### src/rtl/xc_rf_writeback_if.sv
// Result request bus from the execute stage into the regfile write front end.
//   req_valid    : producer has a result this cycle
//   req_ready    : consumer can take a result this cycle
//   req_wide     : 1 = 64-bit register-pair result, 0 = single 32-bit result
//   req_rd       : destination register (bit 0 ignored for pair results)
//   req_wdata_lo : narrow data, or data for the even register of a pair
//   req_wdata_hi : data for the odd register of a pair
// master = execute stage (producer), slave = write-back front end (consumer).
interface xc_rf_writeback_if;
  logic        req_valid;
  logic        req_ready;
  logic        req_wide;
  logic [4:0]  req_rd;
  logic [31:0] req_wdata_lo;
  logic [31:0] req_wdata_hi;

  modport master (
    output req_valid, req_wide, req_rd, req_wdata_lo, req_wdata_hi,
    input  req_ready
  );

  modport slave (
    input  req_valid, req_wide, req_rd, req_wdata_lo, req_wdata_hi,
    output req_ready
  );
endinterface

### src/rtl/xc_rf_writeback.sv
// Write-side front end of the 3-read/1-write GPR file.
// Buffers narrow (32-bit) and wide (register-pair) results in a DEPTH-entry
// FIFO and serialises them onto the single regfile write port, one register
// per cycle. Also flags, per read port, whether a buffered write to the
// addressed register is still pending.
// Ports:
//   clock, reset       : clock, synchronous active-high reset
//   req (slave)        : result request bus (valid/ready)
//   rd_wen/addr/wdata  : regfile write port (combinational from FIFO head)
//   rs1..3_addr        : read-port addresses to test for pending writes
//   rs1..3_busy        : a buffered write to that address is still pending
//   idle               : FIFO empty, no beat in progress
module xc_rf_writeback #(
  parameter int DEPTH = 2
) (
  input  logic              clock,
  input  logic              reset,
  xc_rf_writeback_if.slave  req,
  output logic              rd_wen,
  output logic [4:0]        rd_addr,
  output logic [31:0]       rd_wdata,
  input  logic [4:0]        rs1_addr,
  input  logic [4:0]        rs2_addr,
  input  logic [4:0]        rs3_addr,
  output logic              rs1_busy,
  output logic              rs2_busy,
  output logic              rs3_busy,
  output logic              idle
);

  localparam int PTR_W = $clog2(DEPTH);
  localparam int CNT_W = $clog2(DEPTH + 1);

  typedef enum logic {BEAT_LO, BEAT_HI} beat_t;

  beat_t              state_reg, state_next;
  logic [PTR_W-1:0]   wr_ptr_reg, rd_ptr_reg;
  logic [CNT_W-1:0]   count_reg;

  logic               wide_mem [DEPTH];
  logic [4:0]         rd_mem   [DEPTH];
  logic [31:0]        lo_mem   [DEPTH];
  logic [31:0]        hi_mem   [DEPTH];

  logic               head_valid;
  logic               full;
  logic               push;
  logic               pop;
  logic               head_wide;
  logic [4:0]         head_rd;
  logic [4:0]         beat_addr;
  logic [31:0]        beat_data;

  assign head_valid = (count_reg != '0);
  assign full       = (count_reg == CNT_W'(DEPTH));
  // No bypass: a pop in the same cycle does not make room for a push.
  assign push       = req.req_valid && !full && !reset;
  assign head_wide  = wide_mem[rd_ptr_reg];
  assign head_rd    = rd_mem[rd_ptr_reg];

  // Beat FSM: next state, pop and the beat presented on the write port.
  always_comb begin
    state_next = state_reg;
    pop        = 1'b0;
    beat_addr  = 5'd0;
    beat_data  = 32'd0;
    if (head_valid) begin
      case (state_reg)
        BEAT_LO: begin
          beat_data = lo_mem[rd_ptr_reg];
          if (head_wide) begin
            beat_addr  = {head_rd[4:1], 1'b0};
            state_next = BEAT_HI;
          end else begin
            beat_addr = head_rd;
            pop       = 1'b1;
          end
        end
        BEAT_HI: begin
          beat_addr  = {head_rd[4:1], 1'b1};
          beat_data  = hi_mem[rd_ptr_reg];
          pop        = 1'b1;
          state_next = BEAT_LO;
        end
        default: state_next = BEAT_LO;
      endcase
    end
  end

  always_ff @(posedge clock) begin
    if (reset) begin
      state_reg  <= BEAT_LO;
      wr_ptr_reg <= '0;
      rd_ptr_reg <= '0;
      count_reg  <= '0;
    end else begin
      state_reg <= state_next;
      if (push) wr_ptr_reg <= wr_ptr_reg + PTR_W'(1);
      if (pop)  rd_ptr_reg <= rd_ptr_reg + PTR_W'(1);
      case ({push, pop})
        2'b10:   count_reg <= count_reg + CNT_W'(1);
        2'b01:   count_reg <= count_reg - CNT_W'(1);
        default: count_reg <= count_reg;
      endcase
    end
  end

  // Entry payload needs no reset: validity is derived from count/pointers.
  always_ff @(posedge clock) begin
    if (push) begin
      wide_mem[wr_ptr_reg] <= req.req_wide;
      rd_mem[wr_ptr_reg]   <= req.req_rd;
      lo_mem[wr_ptr_reg]   <= req.req_wdata_lo;
      hi_mem[wr_ptr_reg]   <= req.req_wdata_hi;
    end
  end

  // Outputs are forced to their reset values while reset is held so that a
  // beat in flight is not written to the regfile at the reset edge.
  assign req.req_ready = reset || !full;
  assign rd_wen        = !reset && head_valid && (beat_addr != 5'd0);
  assign rd_addr       = reset ? 5'd0  : beat_addr;
  assign rd_wdata      = reset ? 32'd0 : beat_data;
  assign idle          = reset || (count_reg == '0);

  // Pending-write scoreboard over all FIFO slots.
  logic [4:0]             rs_addr [3];
  logic [2:0]             rs_busy;
  logic [2:0][DEPTH-1:0]  hit;
  logic [DEPTH-1:0]       lo_pend;
  logic [DEPTH-1:0]       hi_pend;
  logic [4:0]             lo_addr [DEPTH];
  logic [4:0]             hi_addr [DEPTH];

  assign rs_addr[0] = rs1_addr;
  assign rs_addr[1] = rs2_addr;
  assign rs_addr[2] = rs3_addr;

  genvar gi, gj;
  generate
    for (gi = 0; gi < DEPTH; gi++) begin : g_slot
      logic [PTR_W-1:0] offset;
      logic             slot_valid;
      logic             is_head;
      // Distance from the head, modulo DEPTH; slots within count are live.
      assign offset     = PTR_W'(gi) - rd_ptr_reg;
      assign slot_valid = (CNT_W'(offset) < count_reg);
      assign is_head    = (offset == '0);
      assign lo_addr[gi] = wide_mem[gi] ? {rd_mem[gi][4:1], 1'b0} : rd_mem[gi];
      assign hi_addr[gi] = {rd_mem[gi][4:1], 1'b1};
      // The head's lo beat has already been written once in BEAT_HI.
      assign lo_pend[gi] = slot_valid && !(is_head && state_reg == BEAT_HI);
      assign hi_pend[gi] = slot_valid && wide_mem[gi];
      for (gj = 0; gj < 3; gj++) begin : g_port
        assign hit[gj][gi] = (lo_pend[gi] && lo_addr[gi] == rs_addr[gj]) ||
                             (hi_pend[gi] && hi_addr[gi] == rs_addr[gj]);
      end
    end
    for (gj = 0; gj < 3; gj++) begin : g_busy
      assign rs_busy[gj] = !reset && (rs_addr[gj] != 5'd0) && (|hit[gj]);
    end
  endgenerate

  assign rs1_busy = rs_busy[0];
  assign rs2_busy = rs_busy[1];
  assign rs3_busy = rs_busy[2];

endmodule

### src/flat_wrapper.sv
// flat-port wrapper written by rule: the top's interface ports become plain ports
module xc_rf_writeback_flat 
#(
  parameter int DEPTH = 2
)
  (clock, reset, rd_wen, rd_addr, rd_wdata, rs1_addr, rs2_addr, rs3_addr, rs1_busy, rs2_busy, rs3_busy, idle, req_req_valid, req_req_wide, req_req_rd, req_req_wdata_lo, req_req_wdata_hi, req_req_ready);
  xc_rf_writeback_if req_i ();
  input  logic clock;
  input  logic reset;
  output logic rd_wen;
  output logic [4:0] rd_addr;
  output logic [31:0] rd_wdata;
  input  logic [4:0] rs1_addr;
  input  logic [4:0] rs2_addr;
  input  logic [4:0] rs3_addr;
  output logic rs1_busy;
  output logic rs2_busy;
  output logic rs3_busy;
  output logic idle;
  input wire logic [$bits(req_i.req_valid)-1:0] req_req_valid;
  input wire logic [$bits(req_i.req_wide)-1:0] req_req_wide;
  input wire logic [$bits(req_i.req_rd)-1:0] req_req_rd;
  input wire logic [$bits(req_i.req_wdata_lo)-1:0] req_req_wdata_lo;
  input wire logic [$bits(req_i.req_wdata_hi)-1:0] req_req_wdata_hi;
  output wire logic [$bits(req_i.req_ready)-1:0] req_req_ready;
  assign req_i.req_valid = req_req_valid;
  assign req_i.req_wide = req_req_wide;
  assign req_i.req_rd = req_req_rd;
  assign req_i.req_wdata_lo = req_req_wdata_lo;
  assign req_i.req_wdata_hi = req_req_wdata_hi;
  assign req_req_ready = req_i.req_ready;
  xc_rf_writeback #(.DEPTH(DEPTH)) u_core (.clock(clock), .reset(reset), .req(req_i), .rd_wen(rd_wen), .rd_addr(rd_addr), .rd_wdata(rd_wdata), .rs1_addr(rs1_addr), .rs2_addr(rs2_addr), .rs3_addr(rs3_addr), .rs1_busy(rs1_busy), .rs2_busy(rs2_busy), .rs3_busy(rs3_busy), .idle(idle));
endmodule
### config.mk
export PLATFORM = sky130hd
export DESIGN_NAME = xc_rf_writeback_flat
export DESIGN_NICKNAME = d
export VERILOG_FILES = /design/src/rtl/xc_rf_writeback_if.sv /design/src/rtl/xc_rf_writeback.sv /design/src/flat_wrapper.sv
export SDC_FILE = /design/constraint.sdc
export NUM_CORES = 1
export LEC_CHECK = 0
export ABC_AREA = 1
export CORE_UTILIZATION = 55
export CTS_CLUSTER_SIZE = 10
export DETAILED_ROUTE_END_ITERATION = 8
export GPL_TIMING_DRIVEN = 0
export PLACE_DENSITY = 0.82
export SYNTH_ARGS = -nofsm -noshare
export SYNTH_HDL_FRONTEND = slang
export SYNTH_SLANG_ARGS = --single-unit
### constraint.sdc
create_clock -name clock -period 9.6 [get_ports clock]
set_input_delay 2.4 -clock clock [delete_from_list [all_inputs] [get_ports clock]]
set_output_delay 2.4 -clock clock [all_outputs]
set_load 0.005 [all_outputs]
Word level (Yosys, flattened, before mapping)
Memory sizes are Yosys's and may differ from the RTL's. A register that Yosys moved wholly into a read port is not among the register bits.
Index checks and enable logic that the tools add are counted.
W data, S select, Z words.
{ "word_totals": {"ff_bits": 5, "latchBits": 0, "ram_bits": 140, "mem_bits_ro": 0, "in_bits": 88, "out_inout_bits": 43, "elab_cells": 109, "mem_count": 4} }
{ "op_classes": {"n_addsub": 6, "n_mul": 0, "div": 0, "magnitude_cmp": 2, "eq_ne": 15, "shift": 0, "muxes": 25, "bitwise": 3, "n_reduce_logical": 50} }
{ "memory_table": {"columns": ["memory", "depth", "width", "read_ports", "rd_ports_with_merged_regs", "wr", "line_no", "source"], "rows": [
  ["u_core.hi_mem", 2, 32, 1, 1, 1, "xc_rf_writeback.sv:43", "logic [31:0] hi_mem [DEPTH];"],
  ["u_core.lo_mem", 2, 32, 1, 1, 1, "xc_rf_writeback.sv:42", "logic [31:0] lo_mem [DEPTH];"],
  ["u_core.rd_mem", 2, 5, 3, 1, 1, "xc_rf_writeback.sv:41", "logic [4:0] rd_mem [DEPTH];"],
  ["u_core.wide_mem", 2, 1, 3, 1, 1, "xc_rf_writeback.sv:40", "logic wide_mem [DEPTH];"]
]} }
{ "ops": {"columns": ["cell", "n"], "rows": [
  ["$mux W32", 2],
  ["$pmux W32 S2", 1],
  ["$eq A5 B5 Y1", 12],
  ["$logic_and A1 B1 Y1", 28],
  ["$reduce_bool A5 Y1", 4],
  ["$mux W1", 16],
  ["$mux W5", 2],
  ["$pmux W5 S2", 1],
  ["$logic_or A1 B1 Y1", 8],
  ["$reduce_or A2 Y1", 3],
  ["$eq A2 B2 Y1 const B", 2],
  ["$logic_not A1 Y1", 4],
  ["$lt A1 B2 Y1", 2],
  ["$pmux W1 S2", 2],
  ["$pmux W2 S2", 1],
  ["$reduce_bool A2 Y1", 2],
  ["$not A1 Y1", 3],
  ["$add A1 B1 Y1 const B", 2],
  ["$add A2 B1 Y2 const B", 1],
  ["$eq A2 B1 Y1 const B", 1],
  ["$logic_not A2 Y1", 1],
  ["$sub A1 B1 Y1 const A", 2],
  ["$sub A2 B1 Y2 const B", 1]
]} }

Logic depth before layout (Yosys ltp)
Gate-level depths: netlist of the first run.
{ "depth": {"word_depth": 9, "mapped_depth": 9} }

Worst setup path after synthesis of the first run
OpenSTA, ideal clock, no wires.
{ "synth_timing": {"path_kind": "in2reg", "from": "input port reset", "to": "memory u_core.hi_mem[1][0] (enable)", "arrival_time_ps": 5724, "path_slack_ps": 3377, "cell_stages": 4, "path_buffers": 1, "path_cell_list": "buf_2 > clkinv_1 > nand2_1 > nor2_1"} }
{ "synth_between": {"elab_chain_cells": 4} }
{ "synth_rtl": {"columns": ["item", "line_no", "source"], "rows": [
  ["start, declared", "flat_wrapper.sv:9", "input logic reset;"],
  ["$logic_not A1 Y1", "xc_rf_writeback.sv:57", "assign push = req.req_valid && !full && !reset;"],
  ["$logic_and A1 B1 Y1", "xc_rf_writeback.sv:57", null],
  ["$mux W1", "xc_rf_writeback.sv:110", "if (push) begin"],
  ["$mux W1 (not written as such)", "xc_rf_writeback.sv:114", "hi_mem[wr_ptr_reg] <= req.req_wdata_hi;"],
  ["end, declared", "xc_rf_writeback.sv:43", null]
]} }
No other way between the ends.

Worst setup path after layout of the first run
{ "layout_timing": {"from": "input port rs2_addr[2]", "to": "output port rs2_busy"} }
{ "layout_between": {"elab_chain_cells": 5, "word_cells_on_any_way": 14, "classes_between": "eq/ne: 4; reduce/logical: 10"} }
{ "layout_rtl": {"columns": ["item", "line_no", "source"], "rows": [
  ["start, declared", "flat_wrapper.sv:14", "input logic [4:0] rs2_addr;"],
  ["$eq A5 B5 Y1, on equally long branches", "xc_rf_writeback.sv:155, xc_rf_writeback.sv:156", null],
  ["$logic_and A1 B1 Y1, on equally long branches", "xc_rf_writeback.sv:155, xc_rf_writeback.sv:156", null],
  ["$logic_or A1 B1 Y1", "xc_rf_writeback.sv:155", "assign hit[gj][gi] = (lo_pend[gi] && lo_addr[gi] == rs_addr[gj]) ||"],
  ["$reduce_or A2 Y1", "xc_rf_writeback.sv:160", "assign rs_busy[gj] = !reset && (rs_addr[gj] != 5'd0) && (|hit[gj]);"],
  ["$logic_and A1 B1 Y1 *", "xc_rf_writeback.sv:160", null],
  ["end, declared", "flat_wrapper.sv:17", "output logic rs2_busy;"]
]} }
Every way passes the cells marked *; elsewhere a longest branch is shown, timed or not.

==> results_dict.tcl, run 1 <==
set metrics [dict create \
    cts_tree "done" \
    design_area_um2 8519 \
    antenna_found_initial 0 \
    yosysWarnings 0 \
    cts_hold_buf 0 \
    powerDensity_nw_per_um2 248.0 \
    synth-seq-cells 146 \
    slew_headroom_pct 48.84 \
    worstSetupPathType "in -> out" \
    hold_path.class "reg -> reg" \
    hold_start "u_core.rd_ptr_reg" \
    timing.rr.start "u_core.count_reg[1]" \
    crit_arrival_ns 4.15 \
    vias_per_cell 5.502 \
    status "complete, no violations" \
    ios 131 \
    r2r-end "u_core.lo_mem[1][5]" \
    die_h_um 109.3 \
    finalMaxSlewViolations 0 \
    cp-start-kind "primary input" \
    layout_commonest_cell "nor2_1" \
    yosysSeqAreaShare_pct 68.25 \
    setup_viol_count_final 0 \
    dieArea_um2 11950 \
    initial_utilization_pct 57.44 \
    fin_skew_ns 0.008650 \
    vias 4787 \
    period_minus_slack_ns 6.553 \
    post_cts_buffers 0 \
    numCtsBuffers 17 \
    die_w_um 109.3 \
    instances_no_fill 870 \
    worst_pin_slew_ns 0.7656 \
    coreArea_um2 11030 \
    clock-sinks 146 \
    cts.repair.resized 0 \
    cts_max_path_buffers 2 \
    whs_endpoint "u_core.rd_ptr_reg" \
    leakagePower_nw 3.058 \
    fin_crit_sh_pct 68.26 \
    syn-instance-count 566 \
    clock.fmax_ghz 0.1526 \
    whs_ns 0.5349 \
    grt.total_usage_pct 27.47 \
    final_antenna_net_count 0 \
    syn_area_um2 6336 \
    syn_avg_cell_area_um2 11.19 \
    grt_max_degree 34 \
    finalSetupTns_ns 0 \
    placed_cells 839 \
    drt-pass1-iter-count 5 \
    ff2ff_path_depth 7 \
    grt_pass1_wl_mm 24.03 \
    htreeDepth 4 \
    numPortBuffers 129 \
    crit_fanout 4 \
    drc 0 \
    ff2ff_setup_slack_ns 7.29 \
    clkTransAtPathRegs_ns 0.06 \
    drtIter0Drc 349 \
    place_hpwl_mm 10.21 \
    synth_cell_type_count 27 \
    overflow 0 \
    holdPathStages 1 \
    vdd_drop_max_uv 147.1 \
    rows 38 \
    layout_common_cells "nor2_1, edfxtp_1, clkdlybuf4s50_1" \
    n_antenna_cell 0 \
    syn_to_final_growth_pct 34.46 \
    first_global_vias 4910 \
    cts-root-buf "clkbuf_16" \
    hold_violations 0 \
    crit_required_ns 7.20 \
    cap_violations 0 \
    clk_latency_ns 0.42 \
    gp_congestion 0.9014 \
    drive_above_1_share_pct 9.452 \
    top_regs "u_core.hi_mem (64), u_core.lo_mem (64), u_core.rd_mem (10)" \
    rsz0062_at_grt "false" \
    fin_util_pct 77.23 \
    synth_fp_nets 655 \
    nFillCells 705 \
    end_kind "output pin" \
    wl_mm 15.75 \
    layout.nets 807 \
    drt-wirelength-per-cell_um 18.10 \
    postPlaceCellArea_um2 7905 \
]
-- power breakdown --
group / total [mW] / switching [mW] / internal [mW]
combinational: 0.644 / 0.379 / 0.265
clock: 0.690 / 0.253 / 0.436
sequential: 0.779 / 0.0213 / 0.758
total: 2.11 / 0.654 / 1.46
-- critical path, stage by stage --
cell	delay, ns
clkdlybuf4s50_1	0.61
nand2_1	0.09
nand2_1	0.12
nand2_1	0.07
nor2_1	0.10
nand3_1	0.08
a21oi_1	0.15
clkdlybuf4s50_1	0.53
-- metal layers --
layer,GRT usage [%],share of wire (%),up-vias
met5,0,0,-
li1,-,-,2257
met4,12.86,2.4,0
met2,46.90,51,225
met3,6.817,7.4,34
met1,32.83,39,2271
-- logic make-up after synthesis --
group / count (synthesis) / share of synthesized area (%)
simple gates: 234 / 14.44
flops: 146 / 68.25
buf+inv: 45 / 4.305
fa+ha+maj: 1 / 0.1974
compound gates: 118 / 9.775
xor+xnor: 22 / 3.041
-- area by class of cell --
type | instances | area [µm²] | share of cell area, %
buffer | 27 | 202.7 | 2.379
clock buffer | 20 | 436.7 | 5.126
clock inverter | 11 | 177.7 | 2.085
inverter | 18 | 70.07 | 0.8224
multi-input combinational | 375 | 1754 | 20.59
sequential | 146 | 4324 | 50.76
tap | 140 | 175.2 | 2.056
timing repair buffer | 133 | 1379 | 16.18
-- Yosys cell counts --
cell type / number / area (µm²)
buf_2: 8 / 40.04
nand2_1: 60 / 225.2
buf_4: 3 / 22.52
nor4_1: 1 / 6.260
clkbuf_1: 2 / 7.510
o21ai_0: 35 / 175.2
nor2_4: 1 / 11.26
xor2_1: 1 / 8.760
nand2_2: 3 / 18.77
a21oi_2: 2 / 17.52
edfxtp_1: 140 / 4204
inv_1: 15 / 56.30
a211oi_1: 1 / 7.510
inv_4: 1 / 6.260
clkinv_1: 1 / 3.750
nand3_1: 15 / 75.07
o21ai_1: 39 / 195.2
a21oi_4: 1 / 16.27
inv_2: 1 / 3.750
o211ai_2: 1 / 12.51
a21oi_1: 39 / 195.2
clkbuf_2: 4 / 20.02
xnor2_1: 21 / 183.9
buf_6: 10 / 112.6
nor2_1: 154 / 578.1
dfxtp_1: 6 / 120.1
ha_1: 1 / 12.51
-- how the worst max path moves through the flow --
stage | from | end | depth (start not counted)
2_1_floorplan | reset | u_core.hi_mem[1][0] | 4
3_3_place_gp | req_req_valid | u_core.hi_mem[1][18] | 5
3_5_place_dp | rs2_addr[2] | rs2_busy | 8
4_1_cts | rs2_addr[2] | rs2_busy | 8
5_1_grt | rs2_addr[2] | rs2_busy | 9
6_report | rs2_addr[2] | rs2_busy | 8
-- metrics by stage --
| stage | setup slack, ns | total power, mW |
|---|---|---|
| after floorplan | 3.377 | 1.170 |
| after global placement | 1.518 | 1.398 |
| after detailed placement | 3.064 | 1.422 |
| after CTS | 3.053 | 2.115 |
| after global routing | 2.919 | 2.207 |
| final | 3.047 | 2.113 |
Power figures use the tool's default switching activity.
==> run 2: changes to the inputs <==
--- a/config.mk
+++ b/config.mk
@@ -6,11 +6,11 @@
 export NUM_CORES = 1
 export LEC_CHECK = 0
 export ABC_AREA = 1
-export CORE_UTILIZATION = 55
+export CORE_UTILIZATION = 46
 export CTS_CLUSTER_SIZE = 10
 export DETAILED_ROUTE_END_ITERATION = 8
 export GPL_TIMING_DRIVEN = 0
-export PLACE_DENSITY = 0.82
+export PLACE_DENSITY = 0.73
 export SYNTH_ARGS = -nofsm -noshare
 export SYNTH_HDL_FRONTEND = slang
 export SYNTH_SLANG_ARGS = --single-unit
==> constraint.sdc (replaced) <==
create_clock -name clock -period 5.3 [get_ports clock]
set_input_delay 1.325 -clock clock [delete_from_list [all_inputs] [get_ports clock]]
set_output_delay 1.325 -clock clock [all_outputs]
set_load 0.005 [all_outputs]
==> results_dict.tcl, run 2 (synthesis gave the netlist of run 1 again) <==
set metrics [dict create \
    drtIter0Drc 328 \
    crit_arrival_ns 3.08 \
    fin_util_pct 63.77 \
    timing.rr.start "u_core.count_reg[1]" \
    hold_violations 0 \
    numCtsBuffers 17 \
    clock.fmax_ghz 0.2271 \
    rows 42 \
    die_h_um 119.4 \
    clock-sinks 146 \
    die_w_um 119.4 \
    finalSetupTns_ns 0 \
    layout.nets 807 \
    grt.total_usage_pct 22.26 \
    vdd_drop_max_uv 263.8 \
    fin_crit_sh_pct 83.07 \
    critPathMaxStageDelay_ns 0.56 \
    hold_path.class "reg -> reg" \
    clkTransAtPathRegs_ns 0.06 \
    drt-wirelength-per-cell_um 16.89 \
    syn_to_final_growth_pct 34.34 \
    coreArea_um2 13350 \
    vias 4636 \
    grt_pass1_wl_mm 23.75 \
    hold_start "u_core.rd_ptr_reg" \
    slowest_stage "clkdlybuf4s50_1" \
    status "complete, no violations" \
    ios 131 \
    cts_max_path_buffers 2 \
    crit_required_ns 3.97 \
    design_area_um2 8512 \
    instances_no_fill 904 \
    cts_tree "done" \
    ff2ff_setup_slack_ns 3.19 \
    vias_per_cell 5.128 \
    wl_met1_mm 6.683 \
    cp-start-kind "primary input" \
    numPortBuffers 129 \
    wl_met2_mm 7.494 \
    final_antenna_net_count 0 \
    holdPathStages 1 \
    drt-pass1-iter-count 5 \
    dieArea_um2 14250 \
    r2r-end "u_core.lo_mem[0][18]" \
    wl_mm 15.27 \
    top_regs "u_core.hi_mem (64), u_core.lo_mem (64), u_core.rd_mem (10)" \
    slew_headroom_pct 68.66 \
    period_minus_slack_ns 4.403 \
    cap_violations 0 \
    cts_hold_buf 0 \
    drive_above_1_share_pct 9.341 \
    first_global_vias 4720 \
    worst_pin_slew_ns 0.4701 \
    end_kind "output pin" \
    worst_slack_ns 0.8972 \
    initial_utilization_pct 47.47 \
    n_antenna_cell 0 \
    rsz0062_at_grt "false" \
    postPlaceCellArea_um2 7943 \
    p_total_mw 3.719 \
    path_cells "clkdlybuf4s50_1 -> xnor2_1 -> nand2_1 -> nor2_1 -> nand3_1 -> a21oi_1 -> clkdlybuf4s50_1" \
    crit_fanout 3 \
    finalMaxSlewViolations 0 \
    htreeDepth 4 \
    layout_commonest_cell "nor2_1" \
    leakagePower_nw 3.050 \
    cts-root-buf "clkbuf_16" \
    cts.repair.resized 0 \
    wl_met3_um 842 \
    dp_slack_ns 0.9528 \
    drc 0 \
    setup_viol_count_final 0 \
    post_cts_buffers 0 \
    powerDensity_nw_per_um2 436.9 \
    antenna_found_initial 0 \
    nFillCells 1074 \
    layout_common_cells "nor2_1, edfxtp_1, clkdlybuf4s50_1" \
    ff2ff_path_depth 7 \
    grt_max_degree 32 \
    cpMostUsedCell "clkdlybuf4s50_1" \
    clk_latency_ns 0.42 \
    worstSetupPathType "in -> out" \
    top_layer "met4" \
    whs_ns 0.5290 \
    fin_skew_ns 0.008988 \
    gp_congestion 0.9273 \
    placed_cells 875 \
    overflow 0 \
    place_hpwl_mm 10.42 \
]
[run 2: changes by cell type in the layout (fill, tap and decap cells not counted)]
| cell | previous run | this run |
|---|---|---|
| inv_6 | 3 | 0 |
| clkbuf_1 | 5 | 2 |
| clkinv_1 | 1 | 3 |
| bufinv_16 | 4 | 3 |
| buf_12 | 3 | 4 |
| clkinvlp_4 | 3 | 0 |
| clkinv_2 | 0 | 4 |
| clkinv_4 | 1 | 3 |
| buf_16 | 1 | 0 |
[run 2: routing by layer]
layer / up-vias / global-route usage, %
li1: 2258 / -
met1: 2210 / 27.45
met2: 146 / 37.14
met3: 22 / 5.460
met4: 0 / 9.844
met5: - / 0
[run 2: worst max-delay path by stage]
stage / slack [ns] / to / from
after CTS: 0.94 / rs3_busy / rs3_addr[4]
after detailed placement: 0.95 / rs3_busy / rs3_addr[2]
after global routing: 0.79 / rs2_busy / rs2_addr[4]
final: 0.90 / rs3_busy / rs3_addr[4]
after global placement: -1.86 / u_core.hi_mem[0][22] / req_req_valid
after floorplan: 0.15 / u_core.hi_mem[1][0] / reset
[run 2: cell type report]
class	count	area, µm²	share of cell area [%]
clock buffers	17	425.4	4.998
flip-flops and latches	146	4324	50.80
inverters	18	70.07	0.8232
repair buffers	133	1371	16.11
clock inverters	12	143.9	1.690
multi-input cells	375	1754	20.61
well taps	176	220.2	2.587
plain buffers	27	202.7	2.381
[run 2: worst max-delay path, delay by kind of cell]
family / cells / cell delay (ns)
buffers and inverters: 2 / 1.10
and+or+nand+nor: 3 / 0.29
AOI/OAI and AO/OA: 1 / 0.21
xor gates and xnor gates: 1 / 0.14
[run 2: where the power goes]
part / internal [mW] / switching [mW] / leakage [nW] / total, mW
logic: 0.478 / 0.669 / 1.43 / 1.15
registers: 1.37 / 0.0360 / 1.33 / 1.41
clock network: 0.726 / 0.438 / 0.283 / 1.16
